File: src/rtl/hazard_forward_ctrl.sv
// ---------------------------------------------------------------------------
// hazard_forward_ctrl
//
// EX-stage operand forwarding across NUM_FWD write-back sources, with the
// youngest (lowest index) source winning. Also detects load-use hazards and
// sequences a LOAD_LAT-cycle stall. Sits between the ID/EX pipeline register
// and the ALU/store-data muxes.
//
// Optional feature macro: HAZARD_STATS_EN
//   When defined, the block adds saturating Stall_Count / Fwd_Count outputs.
//   When undefined, those ports and their counters are absent.
//
// Ports
//   Clk, Rst_n           clock (rising edge), synchronous active-low reset
//   Flush                branch/jump flush, aborts any stall sequence
//   IF_ID_rs/rt          decode-stage source registers
//   IF_ID_UsesRs/UsesRt  decode instruction actually reads that operand
//   ID_EX_rs/rt/rd       EX-stage sources and destination
//   ID_EX_RegWrite/MemRead  EX-stage control bits
//   Fwd_RegWrite         per-source write enable (0=EX_MEM,1=MEM_WB,2=WB_LATE)
//   Fwd_rd               per-source destination, source k at [k*REG_AW +: REG_AW]
//   ALU_input_rs/rt      operand selects: 0 = ID_EX value, k+1 = source k
//   WriteMEMData_Signal  store-data select, mirrors ALU_input_rt
//   Stall                load-use stall active
//   PC_Write, IF_ID_Write  ~Stall
//   ID_EX_Bubble         Stall
//   Stall_Count, Fwd_Count (HAZARD_STATS_EN only) saturating cycle counters
//
// Stall FSM
//   state | meaning
//   IDLE  | no sequence in progress; stalls combinationally on a fresh hazard
//   HOLD  | extra stall cycles of a multi-cycle load-use; cnt_q counts down
// ---------------------------------------------------------------------------
module hazard_forward_ctrl #(
  parameter  int REG_AW   = 5,
  parameter  int NUM_FWD  = 2,
  parameter  int LOAD_LAT = 1,
  localparam int FSEL_W   = $clog2(NUM_FWD + 1)
) (
  input  logic                      Clk,
  input  logic                      Rst_n,
  input  logic                      Flush,
  input  logic [REG_AW-1:0]         IF_ID_rs,
  input  logic [REG_AW-1:0]         IF_ID_rt,
  input  logic                      IF_ID_UsesRs,
  input  logic                      IF_ID_UsesRt,
  input  logic [REG_AW-1:0]         ID_EX_rs,
  input  logic [REG_AW-1:0]         ID_EX_rt,
  input  logic [REG_AW-1:0]         ID_EX_rd,
  input  logic                      ID_EX_RegWrite,
  input  logic                      ID_EX_MemRead,
  input  logic [NUM_FWD-1:0]        Fwd_RegWrite,
  input  logic [NUM_FWD*REG_AW-1:0] Fwd_rd,
  output logic [FSEL_W-1:0]         ALU_input_rs,
  output logic [FSEL_W-1:0]         ALU_input_rt,
  output logic [FSEL_W-1:0]         WriteMEMData_Signal,
  output logic                      Stall,
  output logic                      PC_Write,
  output logic                      IF_ID_Write,
  output logic                      ID_EX_Bubble
`ifdef HAZARD_STATS_EN
  ,
  output logic [15:0]               Stall_Count,
  output logic [15:0]               Fwd_Count
`endif
);

  typedef enum logic {
    IDLE = 1'b0,
    HOLD = 1'b1
  } state_t;

  state_t      state_q, state_d;
  logic [2:0]  cnt_q, cnt_d;
  logic [FSEL_W-1:0] sel_rs, sel_rt;
  logic        haz;
  logic        stall_raw;

  // Forwarding: scan from the oldest source down so the youngest match is
  // the last assignment and therefore wins.
  always_comb begin
    sel_rs = '0;
    sel_rt = '0;
    for (int k = NUM_FWD - 1; k >= 0; k--) begin
      if (Fwd_RegWrite[k] && (Fwd_rd[k*REG_AW +: REG_AW] == ID_EX_rs) &&
          (ID_EX_rs != '0)) begin
        sel_rs = FSEL_W'(k + 1);
      end
      if (Fwd_RegWrite[k] && (Fwd_rd[k*REG_AW +: REG_AW] == ID_EX_rt) &&
          (ID_EX_rt != '0)) begin
        sel_rt = FSEL_W'(k + 1);
      end
    end
  end

  always_comb begin
    haz = ID_EX_MemRead && ID_EX_RegWrite && (ID_EX_rd != '0) &&
          ((IF_ID_UsesRs && (IF_ID_rs == ID_EX_rd)) ||
           (IF_ID_UsesRt && (IF_ID_rt == ID_EX_rd)));
  end

  // Next-state / stall. The IDLE stall cycle is the first of LOAD_LAT, so
  // HOLD only has to cover LOAD_LAT-1 further cycles (cnt from LOAD_LAT-2
  // down to 0). A hazard seen while HOLD exits is ignored: the bubble has
  // already displaced the load from ID/EX.
  always_comb begin
    state_d   = state_q;
    cnt_d     = cnt_q;
    stall_raw = 1'b0;
    if (Flush) begin
      state_d = IDLE;
      cnt_d   = 3'd0;
    end else begin
      unique case (state_q)
        IDLE: begin
          stall_raw = haz;
          if (haz && (LOAD_LAT > 1)) begin
            state_d = HOLD;
            cnt_d   = 3'(LOAD_LAT - 2);
          end
        end
        HOLD: begin
          stall_raw = 1'b1;
          if (cnt_q != 3'd0) begin
            cnt_d = cnt_q - 3'd1;
          end else begin
            state_d = IDLE;
          end
        end
        default: begin
          state_d = IDLE;
          cnt_d   = 3'd0;
        end
      endcase
    end
  end

  always_ff @(posedge Clk) begin
    if (!Rst_n) begin
      state_q <= IDLE;
      cnt_q   <= 3'd0;
    end else begin
      state_q <= state_d;
      cnt_q   <= cnt_d;
    end
  end

  // Outputs are held at their safe values for as long as reset is low.
  always_comb begin
    ALU_input_rs        = Rst_n ? sel_rs : '0;
    ALU_input_rt        = Rst_n ? sel_rt : '0;
    WriteMEMData_Signal = ALU_input_rt;
    Stall               = Rst_n & stall_raw;
    PC_Write            = ~Stall;
    IF_ID_Write         = ~Stall;
    ID_EX_Bubble        = Stall;
  end

`ifdef HAZARD_STATS_EN
  logic [15:0] stall_cnt_q, stall_cnt_d;
  logic [15:0] fwd_cnt_q, fwd_cnt_d;

  always_comb begin
    stall_cnt_d = stall_cnt_q;
    fwd_cnt_d   = fwd_cnt_q;
    if (Stall && (stall_cnt_q != 16'hFFFF)) begin
      stall_cnt_d = stall_cnt_q + 16'd1;
    end
    if (((ALU_input_rs != '0) || (ALU_input_rt != '0)) &&
        (fwd_cnt_q != 16'hFFFF)) begin
      fwd_cnt_d = fwd_cnt_q + 16'd1;
    end
  end

  always_ff @(posedge Clk) begin
    if (!Rst_n) begin
      stall_cnt_q <= 16'd0;
      fwd_cnt_q   <= 16'd0;
    end else begin
      stall_cnt_q <= stall_cnt_d;
      fwd_cnt_q   <= fwd_cnt_d;
    end
  end

  assign Stall_Count = stall_cnt_q;
  assign Fwd_Count   = fwd_cnt_q;
`endif

endmodule

File: config.mk
export PLATFORM = sky130hd
export DESIGN_NAME = hazard_forward_ctrl
export DESIGN_NICKNAME = d
export VERILOG_FILES = /design/src/rtl/hazard_forward_ctrl.sv
export SDC_FILE = /design/constraint.sdc
export NUM_CORES = 1
export LEC_CHECK = 0
export BUFFER_PORTS_ARGS = -buffer_cell sky130_fd_sc_hd__buf_4
export CAP_MARGIN = 0
export CORE_AREA = 8 8 57 59
export DETAILED_ROUTE_END_ITERATION = 8
export DIE_AREA = 0 0 65 67
export PLACE_DENSITY_LB_ADDON = 0.12
export SYNTH_ARGS = -nofsm -noshare
export SYNTH_HDL_FRONTEND = slang
export SYNTH_SLANG_ARGS = --single-unit
export TNS_END_PERCENT = 50
File: constraint.sdc
create_clock -name Clk -period 1.76 [get_ports Clk]
set_input_delay 0.352 -clock Clk [delete_from_list [all_inputs] [get_ports Clk]]
set_output_delay 0.352 -clock Clk [all_outputs]
set_load 0.01 [all_outputs]
==> reports/results.txt <==
The flow ran to the end, but the final reports show violations. The checks that failed: negative setup slack. The share of Yosys cell area claimed by the top area cell type came out at 34.6%. The clock network burns 27.6% of the power. The worst setup path is launched from an input pin. Synthesis instantiated 25 different standard cells from the library. The logs give 4 for the first-pass detailed-route iteration total and 18 for the number of placement rows. Among all flip-flop cells after synthesis, the most frequent one is dfxtp_1. The most frequent cell after synthesis was xnor2_1. The number of inserted filler cells in the final layout was 233.

The logs give 0 for the final-report hold violation count and -722 ps for the setup total negative slack. In this run the worst hold path is classified as input pin to flip-flop. The clock drives 4 sinks. Per-instance average area after synthesis: 8.33 sq um. Sorting the synthesized cells by area gives the leading types as xnor2_1 (35%), dfxtp_1 (12%), nor4_2 (7.3%). The detail route stage leaves a number of antenna-violating nets equal to 0. The tools report the worst clock skew on the final layout as 1.85 ps. TritonCTS created 3 clock buffers.

Based on the critical path, the design can be clocked at up to 506 MHz. The number of nets handed over by synthesis was 128. During synthesis, Yosys emitted a total of 0 warnings. The number of I/O port buffers was 53; the reported max-cap violation count was 0. The tools report the portion of the post-synthesis area used by sequential elements as 11.7%. The number of max-slew violations in the final report was 0. The worst setup path is captured at an output pin. The tools report the worst path setup slack after routing as -216 ps. Hold is met by 483 ps.

The clock-pin slew on the worst setup and hold paths came out at 40 ps. Setup violations remaining at the end of the flow were counted as 6. The leakage dissipation was 0.532 nW.

At the worst endpoint, the required time is 1410 ps. From bottom edge to top edge, the die measures 67 microns. Final HPWL from detailed placement: 2110 microns. The first global-routing pass estimated 3760 microns of wire. Yosys mapped a number of flops with a built-in enable equal to 0. For the count of vias placed by the detailed router, the log shows 800.

For this run, design rule violations remaining after detail routing come to 0. Setup repair after global routing could not meet its margin everywhere. Counting along the longest clock path gives a buffer depth of 2.

The number of antenna diodes in the final layout is 0. The average detailed-routed wire length per instance was 13.6 microns. The initial antenna violation count was 0; the number of global-route vias before repair was 857. After layout, the worst path uses 112% of the clock period. The library cell contributing the largest single delay on the critical path was or4_4. The overall die area is 4360 sq um. Largest stage delay on the critical path: 540 ps.

The initial utilization of the core area, before any placement, comes to 28.9%. The gate count after technology mapping is 82. In this run the cell area of the synthesized design comes to 683 sq um.

The signal arrival time at the worst endpoint was 1620 ps. Cell type contributing the most total cell area after synthesis: xnor2_1. The run gives 2360 sq um as the area of the core. TritonCTS built the clock tree. In this run switching power makes up 29.3% of total power. Across every metal layer, demand over resource in global routing totals 10.9%.

The tools report the CTS root buffer as clkbuf_4. The clock reaches the later pin of the worst-skew pair after 240 ps. The number of nets in the final layout came out at 195.

The logs give 81.5% for the relative max-transition margin and 0 for the global route total overflow. The signal on the critical path passes through buf_4, or4_4, nor2_4, nor4_2, nor4_2, buf_4. For this design the top-level I/O count stands at 54.

The analysis attributes to net switching a power of 0.125 mW. IR analysis of the VDD net gives a maximum drop of 0.231 mV. Counting I/O delays and the setup requirement, the final critical path takes 1980 ps. By count the netlist is led by xnor2_1 (27), nand4_1 (6), nor2_1 (5). In this run the horizontal extent of the chip is 65 microns.

The async set or reset register ratio after synthesis came out at 0%. Of the total power, combinational logic draws 51.1%. At the pin with the least slew margin, the transition time is 275 ps. The power per cell area was 342 nW/um^2; the DRC violation total after the first TritonRoute iteration was 19. Number of levels in the clock H-tree: 1. Category of the most critical setup path: input pin to output pin. The internal portion of the total power is 0.302 mW.

From synthesis to final layout, the design area changed by 82.6%. The last weighted congestion value of the routability-driven placer is 0.812. The detailed-route vias per instance was 4.52.

Per report_power, the sequential group accounts for 21.3% of the total. Maximum net fanout on the critical path: 2. The total routed wirelength is 2410 microns, and the share of final-layout standard cells stronger than drive strength 1 is 55.1%. Entering global routing, the biggest net connects 7 pins. Synthesis inferred 4 register bits.
==> metrics by stage <==
stage	setup WS, ps	instance area, sq um	power (mW)	util, %	cells
2_1_floorplan	-112	683	0.173	-	82
3_3_place_gp	-212	1180	0.298	49.8	173
3_5_place_dp	-224	1180	0.302	49.8	173
4_1_cts	-227	1230	0.430	52.2	177
5_1_grt	-294	1250	0.457	52.8	177
6_report	-216	1250	0.427	52.8	177
==> final cells by class <==
class	count	area, sq um	area share (%)
Clock buffer	3	22.5	1.81
Inverter	3	11.3	0.903
Multi-Input combinational cell	71	586	46.9
Sequential cell	4	80.1	6.42
Tap cell	30	37.5	3.01
Timing Repair Buffer	66	510	40.9
==> kinds of logic (layout without fill, tap and decap cells) <==
group | after synthesis | in the layout | synth area share [%]
xor+xnor | 31 | 31 | 39.7
buf+inv | 7 | 72 | 6.04
fa+ha+maj | 2 | 2 | 3.66
compound gates | 5 | 5 | 5.13
mux | 1 | 1 | 1.65
simple gates | 32 | 32 | 32.1
flops | 4 | 4 | 11.7
==> layer usage <==
| layer | up-vias | part of all wire (%) | wire [microns] | track usage, % |
|---|---|---|---|---|
| met3 | 0 | 10 | 243 | 4.19 |
| met5 | - | 0 | 0 | 0 |
| li1 | 411 | - | - | - |
| met1 | 360 | 33 | 804 | 9.58 |
| met4 | 0 | 0 | 0 | 4.90 |
| met2 | 29 | 57 | 1370 | 21.2 |
==> critical path, delay by kind of cell <==
kind / cells / cell delay, ps
simple gates: 4 / 990
buf+inv: 2 / 290
==> power by group through the flow <==
| stage | sequential, mW | clock, mW | combinational, mW |
|---|---|---|---|
| after detailed placement | 0.0925 | 0 | 0.210 |
| after global routing | 0.0909 | 0.130 | 0.235 |
| after global placement | 0.0925 | 0 | 0.206 |
| final | 0.0910 | 0.118 | 0.218 |
| after CTS | 0.0910 | 0.123 | 0.216 |
| after floorplan | 0.0925 | 0 | 0.0803 |
==> cell usage in the layout, fill, tap and decap left out <==
master and instances:
and2_1 1, nor4_2 3, clkbuf_4 3, nor2_4 2, or4_4 2, nand2b_1 1, mux2_2 1, dfxtp_1 4
and2_4 1, inv_1 3, nand4_1 6, xnor2_2 1, nor2_1 5, nand2_1 4, o22ai_2 1, ha_1 2
a32o_1 1, nor2b_1 1, nor3_1 2, buf_4 62, nand3_1 2, a21oi_1 1, nor4_4 1, and3_1 1
xnor2_1 26, o21ai_0 1, buf_6 4, xor2_1 4, a32oi_1 1
==> timing repair <==
item,4_1_cts,5_1_grt
setup endpoints to repair,6,10
resized for setup,6,2
hold buffers,0,0
setup buffers,1,0
pin swaps,1,1
==> flip-flops by register name, summed over array words and instances, names as in the netlist <==
register,count
state_q,1
cnt_q,3
==> path summary, 6_finish.rpt <==
path              cells after the start               to  slack [ps]        start
setup / recovery                      6  ALU_input_rs[1]        -220  ID_EX_rs[1]
hold / removal                        3          state_q         480        Flush
setup reg to reg                      6         cnt_q[1]         410     cnt_q[0]
hold reg to reg                       2         cnt_q[2]         510     cnt_q[2]
(Power assumes the default switching activity.)
